`config.mk`:
```
export PLATFORM = sky130hd
export DESIGN_NAME = config_transactor
export DESIGN_NICKNAME = d
export VERILOG_FILES = /design/src/rtl/config_transactor.sv
export SDC_FILE = /design/constraint.sdc
export NUM_CORES = 1
export LEC_CHECK = 0
export BUFFER_PORTS_ARGS = -buffer_cell sky130_fd_sc_hd__buf_2
export CAP_MARGIN = 20
export CORE_MARGIN = 4
export CORE_UTILIZATION = 40
export CTS_CLUSTER_SIZE = 25
export DETAILED_ROUTE_END_ITERATION = 12
export PLACE_DENSITY = 0.56
export SYNTH_ARGS = -nofsm -noshare
export SYNTH_HDL_FRONTEND = slang
export SYNTH_SLANG_ARGS = --single-unit
export TNS_END_PERCENT = 5
```
`constraint.sdc`:
```
create_clock -name clk -period 3.4 [get_ports clk]
set_input_delay 0.34 -clock clk [delete_from_list [all_inputs] [get_ports clk]]
set_output_delay 0.34 -clock clk [all_outputs]
set_load 0.1 [all_outputs]
```
`src/rtl/config_transactor.sv`:
```
// Holds neuron, dendrite and synapse parameter tables and serializes them into the
// array's per-row configuration chains plus one neuron chain, highest address first.
module config_transactor #(
    parameter int NUM_SYNAPSE_ROWS    = 2,
    parameter int NUM_COLS            = 2,
    parameter int WEIGHT_WIDTH        = 6,
    parameter int NUM_NEURON_PARAMS   = 2,
    parameter int NUM_DENDRITE_PARAMS = 2,
    parameter int SYN_PER_COL         = 2,
    parameter int NUM_SYN_PARAMS      = 3,
    localparam int ROW_W = (NUM_SYNAPSE_ROWS > 1) ? $clog2(NUM_SYNAPSE_ROWS) : 1,
    localparam int NCH   = NUM_SYNAPSE_ROWS + 1
) (
    input  logic                        clk,
    input  logic                        reset,
    input  logic                        wr_en,
    input  logic [1:0]                  wr_sel,
    input  logic [ROW_W-1:0]            wr_row,
    input  logic [7:0]                  wr_col,
    input  logic [3:0]                  wr_idx,
    input  logic [WEIGHT_WIDTH-1:0]     wr_data,
    input  logic                        start_neuron,
    input  logic                        start_syndend,
    output logic                        busy,
    output logic                        done,
    output logic [NCH-1:0]              cfg_en,
    output logic [NCH*WEIGHT_WIDTH-1:0] cfg_data
);
    localparam int WW            = WEIGHT_WIDTH;
    localparam int NEU_WORDS     = NUM_COLS * NUM_NEURON_PARAMS;
    localparam int DEND_ENTRIES  = NUM_COLS * NUM_DENDRITE_PARAMS;
    localparam int SYN_COL_WORDS = SYN_PER_COL * NUM_SYN_PARAMS;
    localparam int SYN_ENTRIES   = NUM_COLS * SYN_COL_WORDS;
    localparam int COL_WORDS     = NUM_DENDRITE_PARAMS + SYN_COL_WORDS;
    localparam int ROW_WORDS     = NUM_COLS * COL_WORDS;
    localparam int MAX_WORDS     = (ROW_WORDS > NEU_WORDS) ? ROW_WORDS : NEU_WORDS;
    localparam int CNT_W         = $clog2(MAX_WORDS + 1);

    localparam logic [1:0] S_IDLE    = 2'd0;
    localparam logic [1:0] S_NEURON  = 2'd1;
    localparam logic [1:0] S_SYNDEND = 2'd2;
    localparam logic [1:0] S_DONE    = 2'd3;

    logic [1:0]             state_reg;
    logic [CNT_W-1:0]       ptr_reg;
    logic                   busy_reg;
    logic                   done_reg;
    logic [NCH-1:0]         cfg_en_reg;
    logic [NCH*WW-1:0]      cfg_data_reg;

    logic [WW-1:0] neuron_reg [NEU_WORDS];
    logic [WW-1:0] dend_reg   [NUM_SYNAPSE_ROWS][DEND_ENTRIES];
    logic [WW-1:0] syn_reg    [NUM_SYNAPSE_ROWS][SYN_ENTRIES];

    logic idle;
    logic wr_ok;
    logic [NEU_WORDS-1:0]                          neuron_we;
    logic [NUM_SYNAPSE_ROWS-1:0][DEND_ENTRIES-1:0] dend_we;
    logic [NUM_SYNAPSE_ROWS-1:0][SYN_ENTRIES-1:0]  syn_we;

    assign idle  = (state_reg == S_IDLE);
    assign wr_ok = wr_en && idle;

    // Each entry decodes its own constant address, so out-of-range writes match nothing.
    genvar gi, gj;
    generate
        for (gi = 0; gi < NEU_WORDS; gi++) begin : g_neu_we
            assign neuron_we[gi] = wr_ok && (wr_sel == 2'd0)
                && (wr_col == 8'(gi / NUM_NEURON_PARAMS))
                && (wr_idx == 4'(gi % NUM_NEURON_PARAMS));
        end
        for (gi = 0; gi < NUM_SYNAPSE_ROWS; gi++) begin : g_row_we
            for (gj = 0; gj < DEND_ENTRIES; gj++) begin : g_dend_we
                assign dend_we[gi][gj] = wr_ok && (wr_sel == 2'd1)
                    && (wr_row == ROW_W'(gi))
                    && (wr_col == 8'(gj / NUM_DENDRITE_PARAMS))
                    && (wr_idx == 4'(gj % NUM_DENDRITE_PARAMS));
            end
            for (gj = 0; gj < SYN_ENTRIES; gj++) begin : g_syn_we
                assign syn_we[gi][gj] = wr_ok && (wr_sel == 2'd2)
                    && (wr_row == ROW_W'(gi))
                    && (wr_col == 8'(gj / NUM_SYN_PARAMS))
                    && (wr_idx == 4'(gj % NUM_SYN_PARAMS));
            end
        end
    endgenerate

    always_ff @(posedge clk or negedge reset) begin
        if (!reset) begin
            for (int k = 0; k < NEU_WORDS; k++) neuron_reg[k] <= '0;
            for (int r = 0; r < NUM_SYNAPSE_ROWS; r++) begin
                for (int k = 0; k < DEND_ENTRIES; k++) dend_reg[r][k] <= '0;
                for (int k = 0; k < SYN_ENTRIES; k++)  syn_reg[r][k]  <= '0;
            end
        end else begin
            for (int k = 0; k < NEU_WORDS; k++)
                if (neuron_we[k]) neuron_reg[k] <= wr_data;
            for (int r = 0; r < NUM_SYNAPSE_ROWS; r++) begin
                for (int k = 0; k < DEND_ENTRIES; k++)
                    if (dend_we[r][k]) dend_reg[r][k] <= wr_data;
                for (int k = 0; k < SYN_ENTRIES; k++)
                    if (syn_we[r][k]) syn_reg[r][k] <= wr_data;
            end
        end
    end

    // Per-row stream laid out so the emission order is simply top index down to 0:
    // within a column, synapses (ascending) sit below the dendrite words.
    logic [WW-1:0] row_words [NUM_SYNAPSE_ROWS][ROW_WORDS];
    generate
        for (gi = 0; gi < NUM_SYNAPSE_ROWS; gi++) begin : g_row_map
            for (gj = 0; gj < ROW_WORDS; gj++) begin : g_word
                localparam int COL = gj / COL_WORDS;
                localparam int OFS = gj % COL_WORDS;
                if (OFS < SYN_COL_WORDS) begin : g_syn
                    assign row_words[gi][gj] = syn_reg[gi][COL*SYN_COL_WORDS + OFS];
                end else begin : g_dend
                    assign row_words[gi][gj] =
                        dend_reg[gi][COL*NUM_DENDRITE_PARAMS + OFS - SYN_COL_WORDS];
                end
            end
        end
    endgenerate

    logic start_neu, start_row, emit_neu, emit_row, last_word;
    logic [CNT_W-1:0] rd_ptr;
    logic [WW-1:0]    neuron_word;
    logic [WW-1:0]    row_word [NUM_SYNAPSE_ROWS];
    logic [NCH-1:0]    cfg_en_next;
    logic [NCH*WW-1:0] cfg_data_next;

    assign start_neu = idle && start_neuron;
    assign start_row = idle && start_syndend && !start_neuron;
    assign emit_neu  = start_neu || (state_reg == S_NEURON);
    assign emit_row  = start_row || (state_reg == S_SYNDEND);
    assign last_word = (rd_ptr == '0);

    always_comb begin
        rd_ptr = ptr_reg;
        if (start_neu)      rd_ptr = CNT_W'(NEU_WORDS - 1);
        else if (start_row) rd_ptr = CNT_W'(ROW_WORDS - 1);
    end

    always_comb begin
        neuron_word = '0;
        for (int k = 0; k < NEU_WORDS; k++)
            if (rd_ptr == CNT_W'(k)) neuron_word = neuron_reg[k];
        for (int r = 0; r < NUM_SYNAPSE_ROWS; r++) begin
            row_word[r] = '0;
            for (int k = 0; k < ROW_WORDS; k++)
                if (rd_ptr == CNT_W'(k)) row_word[r] = row_words[r][k];
        end
    end

    always_comb begin
        cfg_en_next   = '0;
        cfg_data_next = '0;
        if (emit_neu) begin
            cfg_en_next[NCH-1]                = 1'b1;
            cfg_data_next[(NCH-1)*WW +: WW]   = neuron_word;
        end
        if (emit_row) begin
            for (int r = 0; r < NUM_SYNAPSE_ROWS; r++) begin
                cfg_en_next[r]             = 1'b1;
                cfg_data_next[r*WW +: WW]  = row_word[r];
            end
        end
    end

    always_ff @(posedge clk or negedge reset) begin
        if (!reset) begin
            state_reg    <= S_IDLE;
            ptr_reg      <= '0;
            busy_reg     <= 1'b0;
            done_reg     <= 1'b0;
            cfg_en_reg   <= '0;
            cfg_data_reg <= '0;
        end else begin
            cfg_en_reg   <= cfg_en_next;
            cfg_data_reg <= cfg_data_next;
            done_reg     <= 1'b0;
            if ((emit_neu || emit_row) && !last_word)
                ptr_reg <= rd_ptr - CNT_W'(1);
            case (state_reg)
                S_IDLE: begin
                    if (start_neu) begin
                        state_reg <= last_word ? S_DONE : S_NEURON;
                        busy_reg  <= 1'b1;
                    end else if (start_row) begin
                        state_reg <= last_word ? S_DONE : S_SYNDEND;
                        busy_reg  <= 1'b1;
                    end
                end
                S_NEURON, S_SYNDEND: begin
                    if (last_word) state_reg <= S_DONE;
                end
                S_DONE: begin
                    state_reg <= S_IDLE;
                    busy_reg  <= 1'b0;
                    done_reg  <= 1'b1;
                end
                default: state_reg <= S_IDLE;
            endcase
        end
    end

    assign busy     = busy_reg;
    assign done     = done_reg;
    assign cfg_en   = cfg_en_reg;
    assign cfg_data = cfg_data_reg;
endmodule

```
==> run metrics, run 1 <==
outcome completed; post-synthesis cell area around 12000 um^2; f_max about 0.32 GHz; CTS H-tree depth 1; worst vdd ir 565 uV; initial core utilization 0.407; Die Area roughly 33000 um^2; worst hold-check path type in2reg; Worst path slowest cell o221ai_1; top post-synthesis cells by area dfrtp_1 51%, mux2_2 20%, a21oi_1 2.2%; Register Area 6130 um^2; CTS Sinks ~250; CTS clk-pin slew, worst paths ~60 ps; All-Layer GR Usage 0.242; Avg WL per Cell between 20 and 30 um; Yosys warning count 0; critical path startpoint category register; Max Clock Skew 21.7 ps; setup_tns 0 ps; ANT cells 0; Via density approximately 6.2; relative slew slack 0.225; Congestion Overflow GR 0; initial antenna violation count 2; critical path data required time between 3000 and 4000 ps; Power Density approximately 840 nW/um^2; Top FF cell, synth dfrtp_1; worst-path cell chain inv_1, ha_1, o21a_2, nor2_1, inv_1, ha_1, buf_4, o21ai_2, o221ai_1, a32oi_1, o211ai_1, a21oi_1; CTS Buf Count 28; critical path's largest stage delay 430 ps; drt initial violations just under 1000; pin count of the biggest net entering global routing roughly 100; Leak about 0.0065 uW; Max FO, Critical Path 20; CP arrival around 3600 ps; DRC 0; final count of negative-setup-slack endpoints 0; synth unique cells about 80; area of the multi-input gates 5560 um^2; post-synth top area cell dfrtp_1; final WL 40700 um; final hold violation count 0; #FFs+latches synth 245; clk_lat worst skew ~570 ps; via count of the routed design about 9300; clk buf depth 3; final-report max-slew violation count 0; total of max-cap violations 0; die height about 180 um; Post-Layout Cell Count 1506; postcts setup bufs 0; post-DP HPWL 27600 um; P&R area growth vs syn 14.9%; GPL Wtd Cong 0.947; drt first pass iters 6; Fill cells 2770; fin area between 10000 and 15000 um^2; IO Port Bufs 48; Synth top area share 0.505; CTS root buf clkbuf_16; unrepaired setup endpoints after global routing no; post-synthesis sequential area ratio 0.505; layout cell share with drive strength beyond 1 0.358; fin util 0.468; dpl cell area around 13000 um^2; final worst path period share 0.928; dpl cells around 1500; CP Capture Type register; commonest cells after routing, fill and taps aside 245 x dfrtp_1, 215 x mux2_2, 63 x nor2_1; max reg flops ~140; Mapped Nets about 1100; final net count roughly 1100; Antenna Violating Nets Remaining 0; Setup CP Type reg2reg; commonest non-fill, non-tap cell in the layout dfrtp_1; Least-Margin Pin Slew 1160 ps; CTS tree done; number of cell rows 63; Final Critical Period approximately 3200 ps; first-pass GRT wire length approximately 61000 um; post-synthesis cell count about 1000; asr flop ratio synth 1.00; Core Region approximately 30000 um^2; die width around 180 um; Buf/Inv on CP 3; Post-synth EDFFs 0; Top delay family on crit path compound AO/OA/AOI/OAI gates; Top Ports 49; vias in the first global route 9319; Syn Area/Cell ~12 um^2
[routing by layer]
metal	GRT usage	part of all wire	vias up
met5	0	0.00054	-
met4	0.0727	0.031	4
met3	0.0460	0.074	71
met2	0.369	0.45	410
met1	0.352	0.44	4785
li1	-	-	4006
[report_power, final]
group / leakage [uW] / switching [uW] / internal (uW)
clock: 0.000510 / 1300 / 2080
sequential: 0.00340 / 132 / 3030
combinational: 0.00258 / 3660 / 1490
total: 0.00649 / 5090 / 6590
[per-stage QoR]
step | total power [uW] | hold slack [ps] | setup WS, ps
floorplan | 6490 | 44.4 | 547
global placement | 8260 | 459 | 347
detailed placement | 8220 | 462 | 351
CTS | 11600 | 313 | 312
global route | 12200 | 346 | 93.0
finish | 11700 | 334 | 245
[cells by family (layout without fill, tap and decap cells)]
logic type | after synthesis | count (layout) | synth area share
adder cells (fa/ha/maj) | 7 | 7 | 0.00722
buffers and inverters | 83 | 165 | 0.0376
AND/OR/NAND/NOR | 224 | 224 | 0.0958
XOR/XNOR | 1 | 1 | 0.000722
AO/OA/AOI/OAI | 258 | 258 | 0.153
multiplexers | 216 | 216 | 0.200
flip-flops | 245 | 245 | 0.505
[synthesized netlist by cell type, drive strengths merged, types with 16 or more instances]
master	number
a21oi	55
a221oi	16
buf	44
clkbuf	24
dfrtp	245
mux2	215
nand2	53
nand3	18
nor2	76
nor3	22
o21ai	43
o22ai	17
[worst paths after layout]
| path | cells past startpoint | startpoint | slack, ps | end |
|---|---|---|---|---|
| max in group asynchronous | 3 | reset | 2040 | neuron_reg[8] |
| min in group asynchronous | 2 | reset | 400 | cfg_en[2] |
| setup reg to reg | 12 | state_reg[0] | 250 | cfg_data[8] |
| hold / removal | 3 | start_neuron | 330 | cfg_en[2] |
| setup / recovery | 12 | state_reg[0] | 250 | cfg_data[8] |
| hold reg to reg | 1 | row_words[180] | 500 | row_words[180] |
[area by class of cell]
cell class | instances | area share
flip-flops and latches | 245 | 0.440
clock inverters | 13 | 0.0162
repair buffers | 98 | 0.0477
well taps | 390 | 0.0350
clock buffers | 39 | 0.0589
inverters | 15 | 0.00404
multi-input cells | 706 | 0.398
[tightest hold or removal path, stage by stage]
cell and delay (ps):
buf_2 150, nand2_2 170, nand2b_1 150
[what timing repair did]
item / CTS / global route
hold buffers: 1 / 0
endpoints found under the hold margin: 97 / 0
gates resized for setup: 0 / 0
Note: power is estimated with default switching activity, not from simulation.
==> inputs of run 2 (changes only) <==
- ABC_AREA: not set -> 1
- GPL_ROUTABILITY_DRIVEN: not set -> 0
==> run 2 against run 1 <==
Maximum frequency grew 2.6%; largest power group unchanged; clock power is 7.1% lower; global-route usage shrank 3.2 points; cell area shrank 3.9%; critical endpoint is now cfg_data[6]; register-to-register slack gained 80 ps; critical path depth up 13; sequential share of layout area rose by 1.8 points; core utilization grew 0.76 points.
==> run metrics, run 2 <==
CP arrival approximately 3500 ps; critical path startpoint category register; setup_tns 0 ps; final net count around 1500; Syn Area/Cell a little over 8 um^2; outcome completed; Avg WL per Cell 17.7 um; Max FO, Critical Path 6; Top delay family on crit path simple AND/OR/NAND/NOR gates; Top FF cell, synth dfrtp_1; die width approximately 180 um; ANT cells 0; #FFs+latches synth roughly 250; clk buf depth 3; P&R area growth vs syn 15.8%; Buf/Inv on CP 3; final count of negative-setup-slack endpoints 0; number of cell rows 61; CTS H-tree depth 1; hold slack ~340 ps; final-report max-slew violation count 0; dpl ws between 100 and 150 ps; area of the multi-input gates 4750 um^2; commonest non-fill, non-tap cell in the layout nand2_1; Yosys warning count 0; pin count of the biggest net entering global routing 96; total of max-cap violations 0; Congestion Overflow GR 0; layout cell share with drive strength beyond 1 0.150; CTS Sinks approximately 250; clk_lat worst skew ~540 ps; initial antenna violation count 0; Core Region 28200 um^2; DRC 0; Register Area roughly 6000 um^2; CTS tree done; top-count cell post-synth nand2_1; asr flop ratio synth 1.00; Setup CP Type reg2reg; Via density slightly above 5; post-synthesis cell count between 1000 and 1500; fin util 0.476; Pwr Total 9740 uW; max reg flops approximately 140; drt initial violations 816; Leak between 0.006 and 0.007 uW; via count of the routed design around 9600; f_max about 0.33 GHz; relative slew slack 0.408; final worst path period share 0.904; initial core utilization 0.411; CTS clk-pin slew, worst paths 60 ps; synth unique cells 37; Worst path slowest cell dfrtp_1; IO Port Bufs between 40 and 50; Mapped Nets roughly 1400; critical path data required time between 3000 and 4000 ps; Antenna Violating Nets Remaining 0; Die Area around 32000 um^2; CP Capture Type register; worst hold-check path type in2reg; final WL around 33000 um; CTS Buf Count 28; Fill cells approximately 2800; post-synth top area cell dfrtp_1; CTS root buf clkbuf_16; top post-synthesis cells by area dfrtp_1 53%, nand2_1 13%, o21ai_0 11%; post-DP HPWL approximately 21000 um; vias in the first global route between 9000 and 10000; post-synthesis sequential area ratio 0.530; Final Critical Period about 3100 ps; All-Layer GR Usage 0.210; Final WS setup approximately 330 ps; critical path's largest stage delay around 400 ps; worst vdd ir between 400 and 500 uV; Top Ports slightly below 50; Power Density around 730 nW/um^2; unrepaired setup endpoints after global routing no; Least-Margin Pin Slew approximately 890 ps; die height about 180 um; Post-synth top cells 410 x nand2_1, 245 x dfrtp_1, 244 x o21ai_0; drt first pass iters 5; post-synthesis cell area 11600 um^2; Synth top area share 0.530; Max Clock Skew around 11 ps; first-pass GRT wire length ~53000 um; final hold violation count 0; commonest cells after routing, fill and taps aside 410 x nand2_1, 245 x dfrtp_1, 244 x o21ai_0; Post-synth EDFFs 0; CP most frequent cell nand2_1
## run 2: changes by cell type after synthesis, moves of 23 or more
cell / previous run / this run
mux2_2: 215 / 0
nand3_1: 18 / 135
nor2_1: 63 / 34
o21ai_0: 37 / 244
o21ai_1: 4 / 27
clkbuf_1: 24 / 69
inv_1: 13 / 78
nand2_1: 51 / 410
## run 2: worst paths after layout
kind                                     start              to  slack [ps]  cells after the start
worst max-delay path              state_reg[0]     cfg_data[6]         330                     25
worst min-delay path              start_neuron       cfg_en[2]         340                      5
worst max register to register    state_reg[0]     cfg_data[6]         330                     25
worst min register to register  row_words[110]  row_words[110]         480                      2
max in group asynchronous                reset    dend_reg[45]        2120                      3
min in group asynchronous                reset    cfg_data[13]         440                      2
## run 2: logic make-up (layout without fill, tap and decap cells)
kind of cell               after synthesis  count (layout)  share of synthesized area
and+or+nand+nor                        643             643                      0.249
AOI/OAI and AO/OA                      334             334                      0.149
DFF                                    245             245                      0.530
buffers and inverters                  180             250                     0.0636
adders and majority gates                7               7                    0.00757
xor gates and xnor gates                 1               1                   0.000757
## run 2: worst reg2reg max path, delay by kind of cell (launching register included)
kind	cells	cell delay (ps)
AOI/OAI and AO/OA	1	70
adders and majority gates	2	430
buffers and inverters	3	390
DFF	1	400
and+or+nand+nor	19	1670
## run 2: metrics by stage
stage / cells / area [um^2]
6_report: 1858 / 13400
5_1_grt: 1858 / 13400
4_1_cts: 1856 / 13400
3_5_place_dp: 1805 / 12400
3_3_place_gp: 1805 / 12400
2_1_floorplan: 1410 / 11600
## run 2: repair_timing
item	in CTS	in global routing
setup endpoints to repair	0	6
buffers inserted	0	2
gates resized for setup	0	3
hold endpoints to repair	91	0
hold buffers	1	0
## run 2: power breakdown
group	leakage (uW)	switching, uW	internal, uW
clock network	0.000475	1210	1930
registers	0.00340	61.5	3050
logic	0.00249	2600	886
## run 2: layout make-up
cell class,count,area share
sequential,245,0.458
clock inverter,10,0.00971
tap,378,0.0353
clock buffer,40,0.0625
timing repair buffer,109,0.0549
multi-input combinational,985,0.354
inverter,91,0.0257
## run 2: layer usage
metal,GRT usage,part of all wire
met3,0.0278,0.054
met1,0.317,0.48
met2,0.327,0.45
met4,0.0416,0.016
met5,0,0
==> inputs of run 3 (changes only) <==
- ABC_AREA: 1 -> not set
==> run 3 against run 2 <==
Register-to-register slack got worse by 90 ps; worst setup slack worse by 85 ps; largest power group unchanged; maximum frequency decreased by 2.7%.
==> run metrics, run 3 (synthesis results as in run 1) <==
CTS root buf clkbuf_16; drt initial violations roughly 950; dpl cell area about 13000 um^2; Power Density 821 nW/um^2; critical path data required time around 3800 ps; drt first pass iters 5; Least-Margin Pin Slew about 1100 ps; final WL 39600 um; Top Ports 49; CTS tree done; Top delay family on crit path compound AO/OA/AOI/OAI gates; total of max-cap violations 0; number of cell rows between 60 and 70; layout cell share with drive strength beyond 1 0.356; CTS Buf Count 27; Worst R2R Start state_reg[0]; Antenna Violating Nets Remaining 0; CP most frequent cell buf_4; commonest cells after routing, fill and taps aside 245 x dfrtp_1, 215 x mux2_2, 63 x nor2_1; die height 182 um; CTS H-tree depth 1; postcts setup bufs 0; ANT cells 0; final hold violation count 0; unrepaired setup endpoints after global routing no; worst vdd ir ~510 uV; Buf/Inv on CP 4; clk_lat worst skew between 500 and 600 ps; IO Port Bufs between 40 and 50; f_max about 0.32 GHz; Avg WL per Cell 26.4 um; R2R Setup Slk 240 ps; CTS clk-pin slew, worst paths 60 ps; DRC 0; setup_tns 0 ps; reg-to-reg endpoint cfg_data[3]; Hold Path End cfg_en[2]; final net count between 1000 and 1500; Die Area about 33000 um^2; WHS Path Cells 3; relative slew slack 0.234; min-delay src start_neuron; commonest non-fill, non-tap cell in the layout dfrtp_1; initial antenna violation count 1; initial core utilization 0.407; critical path startpoint category register; final worst path period share 0.929; All-Layer GR Usage 0.234; CP arrival between 3000 and 4000 ps; die width around 180 um; CTS Sinks around 250; Final Critical Period ~3200 ps; worst hold-check path type in2reg; pin count of the biggest net entering global routing 96; critical path depth 11; P&R area growth vs syn 13.8%; Leak between 0.006 and 0.007 uW; Fill cells approximately 2800; clk buf depth 3; fin area 13800 um^2; worst-path cell chain inv_1, ha_1, buf_4, o21ai_2, buf_4, nand2_1, buf_4, a2bb2oi_1, o31ai_1, nand3_1, a31oi_1; max reg flops 144; vias in the first global route roughly 9000; critical path's largest stage delay approximately 400 ps; Congestion Overflow GR 0; Max FO, Critical Path 16; R2R depth 11; post-DP HPWL roughly 27000 um; Setup CP Type reg2reg; first-pass GRT wire length 59700 um; CP Capture Type register; Via density 6.15; Max Clock Skew 12.4 ps; final count of negative-setup-slack endpoints 0; Core Region 29800 um^2; via count of the routed design ~9200; Worst path slowest cell dfrtp_1; outcome completed; final-report max-slew violation count 0
-- run 3: power breakdown --
group          leakage (uW)  switching, uW  internal, uW
clock              0.000461           1270          1820
combinational       0.00257           3600          1480
sequential          0.00340            144          3030
total               0.00643           5010          6320
-- run 3: final cells by class --
type                       count  area, um^2  area share
clock inverter                15         176      0.0128
multi-input combinational    706        5560       0.402
inverter                      15        56.3     0.00408
timing repair buffer          96         638      0.0462
sequential                   245        6130       0.444
tap                          390         488      0.0353
clock buffer                  34         762      0.0552
-- run 3: metal layers --
metal,global-route usage,vias up,part of all wire
li1,-,3991,-
met1,0.338,4742,0.44
met2,0.353,412,0.45
met3,0.0472,82,0.077
met4,0.0775,2,0.035
met5,0,-,0.00033
-- run 3: worst max path at each step --
stage	from	end	slack, ps
2_1_floorplan	state_reg[0]	cfg_data[2]	550
3_3_place_gp	start_syndend	cfg_data[3]	360
3_5_place_dp	state_reg[0]	cfg_data[3]	330
4_1_cts	state_reg[0]	cfg_data[3]	320
5_1_grt	state_reg[0]	cfg_data[3]	50
6_report	state_reg[0]	cfg_data[3]	240
-- run 3: through the flow --
stage	hold WS [ps]	util	total power, uW	cells	worst slack [ps]
final	311	0.463	11300	1501	241
after floorplan	44.4	-	6490	1034	547
after detailed placement	435	0.432	8150	1451	332
after global routing	343	0.463	11800	1501	47.9
after CTS	301	0.463	11200	1501	325
after global placement	440	0.432	8160	1451	364
-- run 3: tightest hold or removal path: cells and delay by family --
family	cells	cell delay, ps
buffers and inverters	1	150
and+or+nand+nor	2	300
-- run 3: timing repair --
action | 4_1_cts | 5_1_grt
hold endpoints to repair | 92 | 0
hold buffers | 1 | 0
resized for setup | 0 | 0
